### config.mk
export PLATFORM = sky130hd
export DESIGN_NAME = wb_write_queue
export DESIGN_NICKNAME = d
export VERILOG_FILES = /design/src/rtl/wb_write_queue.sv
export SDC_FILE = /design/constraint.sdc
export NUM_CORES = 1
export LEC_CHECK = 0
export BUFFER_PORTS_ARGS = -buffer_cell sky130_fd_sc_hd__buf_4
export CORE_UTILIZATION = 29
export DETAILED_ROUTE_END_ITERATION = 8
export SLEW_MARGIN = 10
export SYNTH_ARGS = -nofsm -noshare
export SYNTH_HDL_FRONTEND = slang
export SYNTH_SLANG_ARGS = --single-unit
### constraint.sdc
create_clock -name clk -period 5 [get_ports clk]
set_input_delay 0.25 -clock clk [delete_from_list [all_inputs] [get_ports clk]]
set_output_delay 0.25 -clock clk [all_outputs]
set_load 0.05 [all_outputs]
### src/rtl/wb_write_queue.sv
// Register-file writeback queue: merges pipeline (A) and long-latency (B) writebacks into an
// in-order FIFO, drains it on rf_grant and forwards queued values to decode. Option: WBQ_BYPASS_EN.
module wb_write_queue #(
    parameter int XLEN  = 32,
    parameter int DEPTH = 4
) (
    input  logic                       clk,
    input  logic                       reset,
    input  logic                       a_valid,
    output logic                       a_ready,
    input  logic [4:0]                 a_rd,
    input  logic [XLEN-1:0]            a_data,
    input  logic                       b_valid,
    output logic                       b_ready,
    input  logic [4:0]                 b_rd,
    input  logic [XLEN-1:0]            b_data,
    input  logic                       rf_grant,
    output logic                       reg_write,
    output logic [4:0]                 rd,
    output logic [XLEN-1:0]            write_data,
    input  logic [4:0]                 rs1,
    input  logic [4:0]                 rs2,
    output logic                       fwd1_hit,
    output logic [XLEN-1:0]            fwd1_data,
    output logic                       fwd2_hit,
    output logic [XLEN-1:0]            fwd2_data,
    output logic [$clog2(DEPTH+1)-1:0] count,
    output logic                       empty,
    output logic                       full
);

    localparam int PW = (DEPTH > 1) ? $clog2(DEPTH) : 1;
    localparam int CW = $clog2(DEPTH+1);

    logic [4:0]      q_rd   [DEPTH];
    logic [XLEN-1:0] q_data [DEPTH];
    logic [PW-1:0]   wr_ptr;
    logic [PW-1:0]   rd_ptr;

    logic            acc_a;
    logic            acc_b;
    logic [4:0]      req_rd;
    logic [XLEN-1:0] req_data;
    logic            req_ok;
    logic            pop;
    logic            push;
    logic            byp;

    assign empty = (count == '0);
    assign full  = (count == CW'(DEPTH));

    // Single push per cycle; A wins, and a full queue refuses even while draining.
    assign a_ready = !full;
    assign b_ready = !full && !a_valid;
    assign acc_a   = a_valid && a_ready;
    assign acc_b   = b_valid && b_ready;

    assign req_rd   = acc_a ? a_rd   : b_rd;
    assign req_data = acc_a ? a_data : b_data;
    // x0 writes are acknowledged but dropped here so they never occupy a slot.
    assign req_ok   = (acc_a || acc_b) && (req_rd != 5'd0);

    assign pop = !empty && rf_grant;

`ifdef WBQ_BYPASS_EN
    assign byp = empty && rf_grant && req_ok;
`else
    assign byp = 1'b0;
`endif

    assign push       = req_ok && !byp;
    assign reg_write  = pop || byp;
    assign rd         = byp ? req_rd   : q_rd[rd_ptr];
    assign write_data = byp ? req_data : q_data[rd_ptr];

    always_ff @(posedge clk) begin
        if (reset) begin
            wr_ptr <= '0;
            rd_ptr <= '0;
            count  <= '0;
        end else begin
            if (push) wr_ptr <= wr_ptr + PW'(1);
            if (pop)  rd_ptr <= rd_ptr + PW'(1);
            if (push && !pop)      count <= count + CW'(1);
            else if (pop && !push) count <= count - CW'(1);
        end
    end

    // Entry storage needs no reset: occupancy is tracked solely by count.
    always_ff @(posedge clk) begin
        if (push) begin
            q_rd[wr_ptr]   <= req_rd;
            q_data[wr_ptr] <= req_data;
        end
    end

    // Walk oldest to youngest so the last match (youngest) is what remains.
    always_comb begin
        logic [PW-1:0] idx;
        idx       = '0;
        fwd1_hit  = 1'b0;
        fwd1_data = '0;
        fwd2_hit  = 1'b0;
        fwd2_data = '0;
        for (int i = 0; i < DEPTH; i++) begin
            idx = rd_ptr + PW'(i);
            if (CW'(i) < count) begin
                if (rs1 != 5'd0 && q_rd[idx] == rs1) begin
                    fwd1_hit  = 1'b1;
                    fwd1_data = q_data[idx];
                end
                if (rs2 != 5'd0 && q_rd[idx] == rs2) begin
                    fwd2_hit  = 1'b1;
                    fwd2_data = q_data[idx];
                end
            end
        end
        if (byp && rs1 != 5'd0 && req_rd == rs1) begin
            fwd1_hit  = 1'b1;
            fwd1_data = req_data;
        end
        if (byp && rs2 != 5'd0 && req_rd == rs2) begin
            fwd2_hit  = 1'b1;
            fwd2_data = req_data;
        end
    end

endmodule
==> results.yml <==
synth:
  synth.distinct_cells: 49
  ys_seq_area_frac: 0.387
  yosysTopAreaCellShare: 0.372
  synthArstFlopShare: 0
  ys_ff_latch: 157
  ys_warn_count: 0
  syn_area_um2: 12000
  synth-edff-count: 148
  synth_top_area_cell: "edfxtp_1"
  synth_ff_type: "edfxtp_1"
  synth_fp_nets: 1215
  postSynthAreaPerCell_um2: 10.7
  netlist_top_cells_area: "edfxtp_1 (37%), mux2i_1 (11%), mux4_2 (9.6%)"
  netlist_instances: 1117
clock_tree:
  post_cts_resized: 0
  cts.path.max_buffers: 2
  clock-sinks: 157
  clk_latency_ns: 0.42
  post_cts_buffers: 0
  cts_root_buf: "clkbuf_16"
  numCtsBuffers: 17
  ctsHoldBuffers: 0
  clk_pin_slew_ns: 0.06
  cts_htree_levels: 4
  cts_tree: "done"
layout:
  multi_input_area_um2: 6900
  final_cell_mix: "buf_4 (236), edfxtp_1 (148), nor2_1 (138)"
  fin_nets: 1357
  drive_above_1_share: 0.339
  antenna_cells: 0
  fillers: 4020
  seq_area_um2: 4640
  syn2layout_area_growth_pct: 22.4
  layout_commonest_cell: "buf_4"
worst_hold_path:
  holdCritPathClass: "input pin to flop"
  hp-start: "reset"
global_routing:
  grt_max_degree: 106
  grt_overflow: 0
  antenna_found_initial: 0
  grt_pass1_wl_um: 59100
  grt_pass1_vias: 9864
  grtUsageTotal: 0.186
sta:
  period_share: 0.866
  tightest_slew_ns: 1.01
  final_hold_viol_count: 0
  relSlewSlack: 0.325
  rsz0062_at_grt: "false"
  finalSetupViolations: 0
  fin_setup_tns_ns: 0
  fmax_mhz: 231
  slew_violations: 0
  period_needed_ns: 4.33
  finalClockSkew_ns: 0.0105
pwr:
  p_leak_nw: 4.85
  power.density_nw_per_um2: 605
  ir_worst_vdd_uv: 435
  power_w: 0.00885
outcome:
  status: "finished with violations"
  violations: "DRC"
worst_setup_path:
  slowest_stage: "buf_4"
  slowest_delay_ns: 0.63
  criticalPathCategory: "flop to output pin"
  end_kind: "output pin"
  cp.arrival_ns: 4.08
  critPathMaxFanout: 71
  path_common_cell: "buf_4"
  critPathRequiredTime_ns: 4.75
  cp_cell_sequence: "buf_4, mux4_2, xnor2_1, nand4_1, or2_2, and2_2, a211oi_1, buf_4"
  reg2reg_from: "count[0]$_SDFFE_PP0P_"
  startpoint_type: "flop"
  crit_start: "rd_ptr[0]$_SDFFE_PP0P_"
floorplanning:
  initial_utilization: 0.293
  die_area_um2: 42000
  die_x_um: 205
  ios: 200
  core_um2: 40700
  rows: 74
  die-height_um: 205
routing:
  wl_um: 39400
  drc_errors: 1
  vias_per_cell: 5.61
  ant_nets: 0
  routedWlPerCell_um: 21.9
  dr_total_vias: 10125
  drt_pass1_iterations: 8
  drtIter0Drc: 837
place:
  hpwl_um: 27500
  io_buffers: 199
  gp_congestion: 0.858
run:
  maxCapViolCount: 0
-- where the power goes --
group	switching (W)	leakage [nW]	internal (W)
clock network	0.000541	0.280	0.000789
registers	0.000330	1.45	0.00191
logic	0.00350	3.12	0.00178
total	0.00437	4.85	0.00447
-- worst max-delay path, delay by kind of cell, from the launching register on --
family / cells / cell delay, ns
buffers and inverters: 2 / 0.92
AO/OA/AOI/OAI: 1 / 0.55
multiplexers: 1 / 0.45
flip-flops: 1 / 0.54
XOR/XNOR: 1 / 0.16
AND/OR/NAND/NOR: 3 / 1.01
-- stage by stage --
step	setup slack [ns]	utilization	instance area [µm²]	cells	hold slack, ns
CTS	0.651	0.359	14600	1804	0.0440
global route	0.437	0.359	14600	1804	0.0640
finish	0.671	0.359	14600	1804	0.0616
detailed placement	1.13	0.344	14000	1772	0.492
global placement	1.15	0.344	14000	1772	0.485
floorplan	1.12	-	12000	1117	0.507
-- cell usage after synthesis, types with 28 or more instances --
master and count:
clkbuf_1 70, a21oi_1 69, mux2_2 70, nor2_1 140, a211oi_1 32, nor3_1 67, mux2i_1 135, nor4_1 28
edfxtp_1 148, nand2_1 44, mux4_2 51, a31oi_1 32
-- metal layers --
metal	wire (µm)	track usage
met1	17200	0.249
met2	18700	0.304
met3	2900	0.0320
met4	622	0.0611
met5	0	0
-- area by class of cell --
cell class,instances,share of cell area
multi-input combinational,836,0.472
sequential,157,0.317
timing repair buffer,237,0.122
tap,532,0.0455
clock buffer,19,0.0296
clock inverter,13,0.0113
inverter,10,0.00257
-- flip-flops by register name (all words and copies together), names as in the netlist, named ones only --
signal  count
q_data    128
q_rd       20
count       3
rd_ptr      2
wr_ptr      2
-- final timing paths --
kind              cells after the start                     end  slack [ns]
setup reg to reg                     10  q_data[1][3]$_DFFE_PP_        1.73
hold / removal                        2  rd_ptr[0]$_SDFFE_PP0P_        0.06
hold reg to reg                       2  wr_ptr[1]$_SDFFE_PP0P_        0.57
setup / recovery                      8           fwd1_data[11]        0.67
-- cell families after synthesis --
kind of cell	count (synthesis)	share of synthesized area
AO/OA/AOI/OAI	213	0.129
XOR/XNOR	43	0.0315
adder cells (fa/ha/maj)	9	0.00942
buffers and inverters	124	0.0450
flip-flops	157	0.387
multiplexers	256	0.275
AND/OR/NAND/NOR	315	0.123
Power figures use the tool's default switching activity.
